### src/rtl/mul_div_unit_pkg.sv
// Shared constants for the multiply/divide unit: default width, op codes,
// FSM state encoding and small op-decode helpers.
package mul_div_unit_pkg;

    localparam int MDU_WIDTH = 32;

    localparam logic [1:0] MDU_MULTU = 2'b00;
    localparam logic [1:0] MDU_MULT  = 2'b01;
    localparam logic [1:0] MDU_DIVU  = 2'b10;
    localparam logic [1:0] MDU_DIV   = 2'b11;

    localparam logic [1:0] IDLE = 2'd0;
    localparam logic [1:0] CALC = 2'd1;
    localparam logic [1:0] FIX  = 2'd2;

    function automatic logic op_is_div(input logic [1:0] op);
        return op[1];
    endfunction

    function automatic logic op_is_signed(input logic [1:0] op);
        return op[0];
    endfunction

endpackage

### src/rtl/mul_div_unit_if.sv
// Control-unit <-> multiply/divide unit bundle: operands, launch, MTHI/MTLO
// writes, and the Busy/Done/HI/LO return path.
interface mul_div_unit_if import mul_div_unit_pkg::*; #(
    parameter int WIDTH = MDU_WIDTH
);
    logic [WIDTH-1:0] A;
    logic [WIDTH-1:0] B;
    logic [1:0]       Op;
    logic             Start;
    logic             WrHi;
    logic             WrLo;
    logic [WIDTH-1:0] WrData;
    logic             Busy;
    logic             Done;
    logic [WIDTH-1:0] HI;
    logic [WIDTH-1:0] LO;

    modport master (
        output A, B, Op, Start, WrHi, WrLo, WrData,
        input  Busy, Done, HI, LO
    );

    modport slave (
        input  A, B, Op, Start, WrHi, WrLo, WrData,
        output Busy, Done, HI, LO
    );
endinterface

### src/rtl/mdu_step.sv
// One iteration of the shift-add multiply / restoring divide datapath.
// The accumulator holds {hi, lo}: for multiply, the partial product high half
// and the not-yet-consumed multiplier bits; for divide, the partial remainder
// and the dividend bits being shifted into it. The quotient bit is returned
// separately (acc_nxt[0] is left clear in divide mode) and merged by the caller.
module mdu_step import mul_div_unit_pkg::*; #(
    parameter int WIDTH = MDU_WIDTH
) (
    input  logic                 div,
    input  logic [2*WIDTH-1:0]   acc,
    input  logic [WIDTH-1:0]     mag,
    output logic [2*WIDTH-1:0]   acc_nxt,
    output logic                 qbit
);

    logic [WIDTH:0] sum;
    logic [WIDTH:0] trial;
    logic [WIDTH:0] diff;

    // Multiply adds the multiplicand under the current multiplier bit and
    // shifts right; divide shifts the next dividend bit into the remainder
    // and keeps the trial difference only when it did not go negative.
    always_comb begin
        sum     = {1'b0, acc[2*WIDTH-1:WIDTH]} + {1'b0, (acc[0] ? mag : '0)};
        trial   = acc[2*WIDTH-1:WIDTH-1];
        diff    = trial - {1'b0, mag};
        qbit    = 1'b0;
        acc_nxt = '0;
        if (!div) begin
            acc_nxt = {sum, acc[WIDTH-1:1]};
        end else begin
            qbit    = ~diff[WIDTH];
            acc_nxt = {(qbit ? diff[WIDTH-1:0] : trial[WIDTH-1:0]),
                       acc[WIDTH-2:0], 1'b0};
        end
    end

endmodule

### src/rtl/mul_div_unit.sv
// Multi-cycle MULT/MULTU/DIV/DIVU unit owning the architectural HI/LO pair.
// Operands are converted to magnitudes at launch, iterated one bit per cycle
// for WIDTH cycles, then sign-corrected in a single FIX cycle that writes HI/LO.
module mul_div_unit import mul_div_unit_pkg::*; #(
    parameter int WIDTH = MDU_WIDTH
) (
    input  logic          clk,
    input  logic          reset,
    mul_div_unit_if.slave bus
);

    localparam int              CW   = $clog2(WIDTH);
    localparam logic [CW-1:0]   LAST = CW'(WIDTH - 1);

    logic [1:0]           state;
    logic [CW-1:0]        cnt;
    logic [2*WIDTH-1:0]   acc;
    logic [WIDTH-1:0]     mag_q;
    logic [WIDTH-1:0]     a_q;
    logic                 div_q;
    logic                 neg_q;
    logic                 neg_r;
    logic                 dbz_q;
    logic                 done_q;
    logic [WIDTH-1:0]     hi_q;
    logic [WIDTH-1:0]     lo_q;

    logic                 a_neg;
    logic                 b_neg;
    logic [WIDTH-1:0]     abs_a;
    logic [WIDTH-1:0]     abs_b;
    logic [2*WIDTH-1:0]   step_acc;
    logic                 step_q;
    logic [2*WIDTH-1:0]   prod_fix;
    logic [WIDTH-1:0]     fix_hi;
    logic [WIDTH-1:0]     fix_lo;

    // Launch-time operand decode: signed ops work on magnitudes.
    always_comb begin
        a_neg = op_is_signed(bus.Op) & bus.A[WIDTH-1];
        b_neg = op_is_signed(bus.Op) & bus.B[WIDTH-1];
        abs_a = a_neg ? -bus.A : bus.A;
        abs_b = b_neg ? -bus.B : bus.B;
    end

    mdu_step #(.WIDTH(WIDTH)) u_step (
        .div     (div_q),
        .acc     (acc),
        .mag     (mag_q),
        .acc_nxt (step_acc),
        .qbit    (step_q)
    );

    // Sign correction of the finished magnitude result; divide-by-zero
    // bypasses it so that HI returns the raw dividend and LO all ones.
    always_comb begin
        prod_fix = neg_q ? -acc : acc;
        fix_hi   = prod_fix[2*WIDTH-1:WIDTH];
        fix_lo   = prod_fix[WIDTH-1:0];
        if (div_q) begin
            fix_lo = neg_q ? -acc[WIDTH-1:0] : acc[WIDTH-1:0];
            fix_hi = neg_r ? -acc[2*WIDTH-1:WIDTH] : acc[2*WIDTH-1:WIDTH];
            if (dbz_q) begin
                fix_hi = a_q;
                fix_lo = '1;
            end
        end
    end

    // FSM, iteration counter and operand/accumulator registers.
    always_ff @(posedge clk) begin
        if (reset) begin
            state  <= IDLE;
            cnt    <= '0;
            acc    <= '0;
            mag_q  <= '0;
            a_q    <= '0;
            div_q  <= 1'b0;
            neg_q  <= 1'b0;
            neg_r  <= 1'b0;
            dbz_q  <= 1'b0;
            done_q <= 1'b0;
        end else begin
            done_q <= 1'b0;
            case (state)
                IDLE: begin
                    if (bus.Start) begin
                        div_q <= op_is_div(bus.Op);
                        neg_q <= a_neg ^ b_neg;
                        neg_r <= a_neg;
                        dbz_q <= op_is_div(bus.Op) && (bus.B == '0);
                        a_q   <= bus.A;
                        if (op_is_div(bus.Op)) begin
                            acc   <= {{WIDTH{1'b0}}, abs_a};
                            mag_q <= abs_b;
                        end else begin
                            acc   <= {{WIDTH{1'b0}}, abs_b};
                            mag_q <= abs_a;
                        end
                        cnt   <= '0;
                        state <= CALC;
                    end
                end
                CALC: begin
                    acc <= step_acc | {{(2*WIDTH-1){1'b0}}, step_q};
                    cnt <= cnt + CW'(1);
                    if (cnt == LAST) state <= FIX;
                end
                FIX: begin
                    state  <= IDLE;
                    done_q <= 1'b1;
                end
                default: state <= IDLE;
            endcase
        end
    end

    // HI/LO: result writeback from FIX, MTHI/MTLO only while idle.
    always_ff @(posedge clk) begin
        if (reset) begin
            hi_q <= '0;
            lo_q <= '0;
        end else if (state == FIX) begin
            hi_q <= fix_hi;
            lo_q <= fix_lo;
        end else if (state == IDLE) begin
            if (bus.WrHi) hi_q <= bus.WrData;
            if (bus.WrLo) lo_q <= bus.WrData;
        end
    end

    assign bus.Busy = (state != IDLE);
    assign bus.Done = done_q;
    assign bus.HI   = hi_q;
    assign bus.LO   = lo_q;

endmodule
### src/flat_wrapper.sv
// flat-port wrapper written by rule: the top's interface ports become plain ports
module mul_div_unit_flat import mul_div_unit_pkg::*;
#(
    parameter int WIDTH = MDU_WIDTH
)
  (clk, reset, bus_A, bus_B, bus_Op, bus_Start, bus_WrHi, bus_WrLo, bus_WrData, bus_Busy, bus_Done, bus_HI, bus_LO);
  mul_div_unit_if #(.WIDTH(WIDTH)) bus_i ();
  input  logic clk;
  input  logic reset;
  input wire logic [$bits(bus_i.A)-1:0] bus_A;
  input wire logic [$bits(bus_i.B)-1:0] bus_B;
  input wire logic [$bits(bus_i.Op)-1:0] bus_Op;
  input wire logic [$bits(bus_i.Start)-1:0] bus_Start;
  input wire logic [$bits(bus_i.WrHi)-1:0] bus_WrHi;
  input wire logic [$bits(bus_i.WrLo)-1:0] bus_WrLo;
  input wire logic [$bits(bus_i.WrData)-1:0] bus_WrData;
  output wire logic [$bits(bus_i.Busy)-1:0] bus_Busy;
  output wire logic [$bits(bus_i.Done)-1:0] bus_Done;
  output wire logic [$bits(bus_i.HI)-1:0] bus_HI;
  output wire logic [$bits(bus_i.LO)-1:0] bus_LO;
  assign bus_i.A = bus_A;
  assign bus_i.B = bus_B;
  assign bus_i.Op = bus_Op;
  assign bus_i.Start = bus_Start;
  assign bus_i.WrHi = bus_WrHi;
  assign bus_i.WrLo = bus_WrLo;
  assign bus_i.WrData = bus_WrData;
  assign bus_Busy = bus_i.Busy;
  assign bus_Done = bus_i.Done;
  assign bus_HI = bus_i.HI;
  assign bus_LO = bus_i.LO;
  mul_div_unit #(.WIDTH(WIDTH)) u_core (.clk(clk), .reset(reset), .bus(bus_i));
endmodule
### config.mk
export PLATFORM = sky130hd
export DESIGN_NAME = mul_div_unit_flat
export DESIGN_NICKNAME = d
export VERILOG_FILES = /design/src/rtl/mul_div_unit_pkg.sv /design/src/rtl/mul_div_unit_if.sv /design/src/rtl/mdu_step.sv /design/src/rtl/mul_div_unit.sv /design/src/flat_wrapper.sv
export SDC_FILE = /design/constraint.sdc
export NUM_CORES = 1
export LEC_CHECK = 0
export CELL_PAD_IN_SITES_DETAIL_PLACEMENT = 1
export CELL_PAD_IN_SITES_GLOBAL_PLACEMENT = 1
export CORE_MARGIN = 2
export CORE_UTILIZATION = 43
export CTS_BUF_LIST = sky130_fd_sc_hd__clkbuf_16
export DETAILED_ROUTE_END_ITERATION = 8
export PLACE_DENSITY_LB_ADDON = 0.1
export SLEW_MARGIN = 15
export SYNTH_ARGS = -nofsm -noshare
export SYNTH_HDL_FRONTEND = slang
export SYNTH_SLANG_ARGS = --single-unit
### constraint.sdc
create_clock -name clk -period 4.4 [get_ports clk]
set_input_delay 0.88 -clock clk [delete_from_list [all_inputs] [get_ports clk]]
set_output_delay 0.88 -clock clk [all_outputs]
set_load 0.01 [all_outputs]
==> metrics.md <==
| Metric | Value |
|---|---|
| Status | finished clean |
| N_diodes | 0 |
| ANT nets after route | 0 |
| Clock Skew | 22.2 ps |
| Worst Path Arrival | approximately 4200 ps |
| Reg area | 0.00409 sq mm |
| Critical Path Start Type | flop |
| R2r startpoint | u_core.acc[11] |
| Crit path cell chain | or4_4 > nor4_1 > nand3_1 > or3_4 > o41ai_2 > xor2_1 > a2111oi_0 |
| Multi-input gate area | 0.0116 sq mm |
| Syn nets | between 2000 and 2500 |
| WHS Path Cells | 2 |
| Gr usage total | 36.9% |
| CP max stage cell | nor4_1 |
| Port Buffer Count | 168 |
| Nets | 2589 |
| GPL Wtd Cong | 0.978 |
| Drt initial violations | between 1500 and 2000 |
| GRT Residual Overflow | 0 |
| CTS clk-pin slew, worst paths | 60 ps |
| Start point of the worst hold path | u_core.bus.HI[29] |
| Post_cts resized | 0 |
| Crit-path max cell delay | 620 ps |
| Hold Buf Count CTS | 0 |
| Root Buffer | clkbuf_16 |
| Fin. max-slew vios | 0 |
| CP endpoint kind | flop |
| Ys async rst share | 0% |
| DRC viols | 0 |
| Clock Path Buffers | 3 |
| HP Class | reg2reg |
| Clk sinks | around 200 |
| Vias in the first global route | 18400 |
| Share of layout cells above drive strength 1 | under 10% |
| First-pass GRT wire length | 116 mm |
| Syn Area/Cell | 7.18 sq um |
| Vias per cell | 6.42 |
| Total length of routed wires | 76.3 mm |
| Max Cap Viol | 0 |
| EDFF count, synth | 0 |
| Seq/Total Area, Yosys | 24.6% |
| Maximum VDD drop | ~250 uV |
| # setup viols final | 0 |
| Io pins | roughly 170 |
| Post-Syn Area | 0.0166 sq mm |
| Die area | 0.0402 sq mm |
| Initial antenna violation count | 0 |
| Synth warn | 0 |
| Commonest non-fill, non-tap cell in the layout | nand2_1 |
| Rel. slew slack | between 20% and 30% |
| Most frequent cells in the layout | 317 x nand2_1, 248 x a21oi_1, 202 x dfxtp_1 |
| CTS tree | built |
| Synth Flop Type | dfxtp_1 |
| LEAKAGE | 7.38 nW |
| Row Count | 71 |
| Final Critical Period | around 3800 ps |
| RSZ-0062 raised after global routing | no |
| Height of the chip | ~200 um |
| Area Overhead vs Synth | 18.6% |
| Chip width | 200 um |
| Fin. Hold Viols | 0 |
| Clock buffer count from CTS | 25 |
| Register-to-Register Path Depth | 7 |
| Setup bufs post-CTS | 0 |
| Largest net degree at the start of global routing | 90 |
| P per Cell Area | slightly above 300 mW/mm^2 |
| Sink of the worst hold path | u_core.bus.HI[29] |
| Max FO, Critical Path | 8 |
| Cell variety after synth | 79 |
| Via count | about 19000 |
| Syn Inst Count | between 2000 and 2500 |
| DP Wirelength | 59.3 mm |
| RR Endpoint | u_core.bus.HI[23] |
| Wire per inst | 25.9 um |
| Worst reg2reg setup slack | 630 ps |
| Layout Utilization | approximately 52% |
| TNS Setup | 0 ps |
| Fmax | between 0.2 and 0.3 GHz |
| Core ar. | 0.0378 sq mm |
| Setup CP Type | reg2reg |
| Actual slew at the worst max-slew pin | 1110 ps |
| Required @ worst endpoint | 4830 ps |
| Initial Util | approximately 44% |
| Period Utilization, post-route | approximately 86% |
| Pre-Repair DR Iteration Count | 5 |
| Yosys reg bits | 204 |
| Fillers | 4801 |
| H-tree depth | 1 |
| Clock latency on the worst-skew pair | 560 ps |
## worst max path at each step
stage	from	to	slack (ps)	depth (start not counted)
global placement	bus_A[2]	u_core.acc[17]	630	10
finish	u_core.acc[11]	u_core.bus.HI[23]	630	7
CTS	u_core.acc[11]	u_core.bus.HI[27]	740	8
detailed placement	bus_A[2]	u_core.acc[17]	560	10
global route	u_core.acc[11]	u_core.bus.HI[27]	180	8
floorplan	u_core.acc[31]	u_core.acc[49]	1140	13
## synthesized netlist by cell type, types with 17 or more instances
master / n / area share [%]
xnor2_1: 105 / 5.5
buf_1: 17 / 0.38
a22oi_1: 18 / 0.81
nand2b_1: 23 / 0.87
nand2_1: 318 / 7.2
nand4_1: 20 / 0.75
a21o_1: 19 / 0.86
nor3_1: 62 / 1.9
o221ai_1: 37 / 2.0
inv_1: 70 / 1.6
ha_1: 70 / 5.3
and3_1: 18 / 0.68
nor2b_1: 17 / 0.64
nand3_1: 41 / 1.2
a21oi_1: 248 / 7.5
o211ai_1: 38 / 1.7
nor2_1: 202 / 4.6
clkbuf_1: 147 / 3.3
a211oi_1: 81 / 3.7
o21ai_0: 152 / 4.6
mux2i_1: 54 / 3.3
xor2_1: 62 / 3.3
o31ai_1: 27 / 1.2
dfxtp_1: 204 / 25
## through the flow
stage | power (mW) | cell area (sq um) | setup slack [ps] | hold slack [ps] | cells
CTS | 6.05 | 19700 | 738 | 452 | 2943
global placement | 4.02 | 18900 | 628 | 440 | 2898
floorplan | 3.26 | 16600 | 1140 | 429 | 2311
finish | 6.08 | 19700 | 628 | 447 | 2943
global route | 6.32 | 19700 | 176 | 464 | 2943
detailed placement | 4.06 | 18900 | 557 | 446 | 2898
## sequential cells by signal (all words and copies together) (netlist names), 2 cells and up
register / count
u_core.mag_q: 32
u_core.bus.LO: 32
u_core.state: 2
u_core.a_q: 32
u_core.cnt: 5
u_core.bus.HI: 32
u_core.acc: 64
## critical path, delay by kind of cell (launching register included)
kind / cells / cell delay, ps
flip-flops: 1 / 390
AND/OR/NAND/NOR: 4 / 2410
AO/OA/AOI/OAI: 2 / 700
XOR/XNOR: 1 / 160
## cell families after synthesis
| group | Yosys count | share of synthesized area (%) |
|---|---|---|
| xor+xnor | 167 | 8.81 |
| flops | 204 | 24.6 |
| simple gates | 794 | 21.8 |
| fa+ha+maj | 72 | 5.52 |
| buf+inv | 246 | 5.74 |
| compound gates | 764 | 29.6 |
| mux | 64 | 3.93 |
## area by class of cell
| type | count | area share (%) |
|---|---|---|
| Tap cell | 511 | 3.25 |
| Sequential cell | 204 | 20.8 |
| Multi-Input combinational cell | 1861 | 58.9 |
| Clock buffer | 25 | 3.18 |
| Clock inverter | 20 | 0.705 |
| Inverter | 71 | 1.35 |
| Timing Repair Buffer | 251 | 11.8 |
## metal layers
layer / global-route usage (%) / routed length (um) / vias to the layer above
met5: 0 / 0 / -
met2: 57.1 / 33100 / 809
li1: - / - / 8589
met4: 11.8 / 2540 / 0
met3: 5.00 / 5910 / 123
met1: 52.9 / 34700 / 9360
## where the power goes
group          switching [mW]  total (mW)  internal [mW]
Combinational            1.23        1.97          0.745
Sequential              0.144        2.12           1.97
Clock                   0.891        1.99           1.10
No activity file was read; power rests on OpenSTA's default activity.
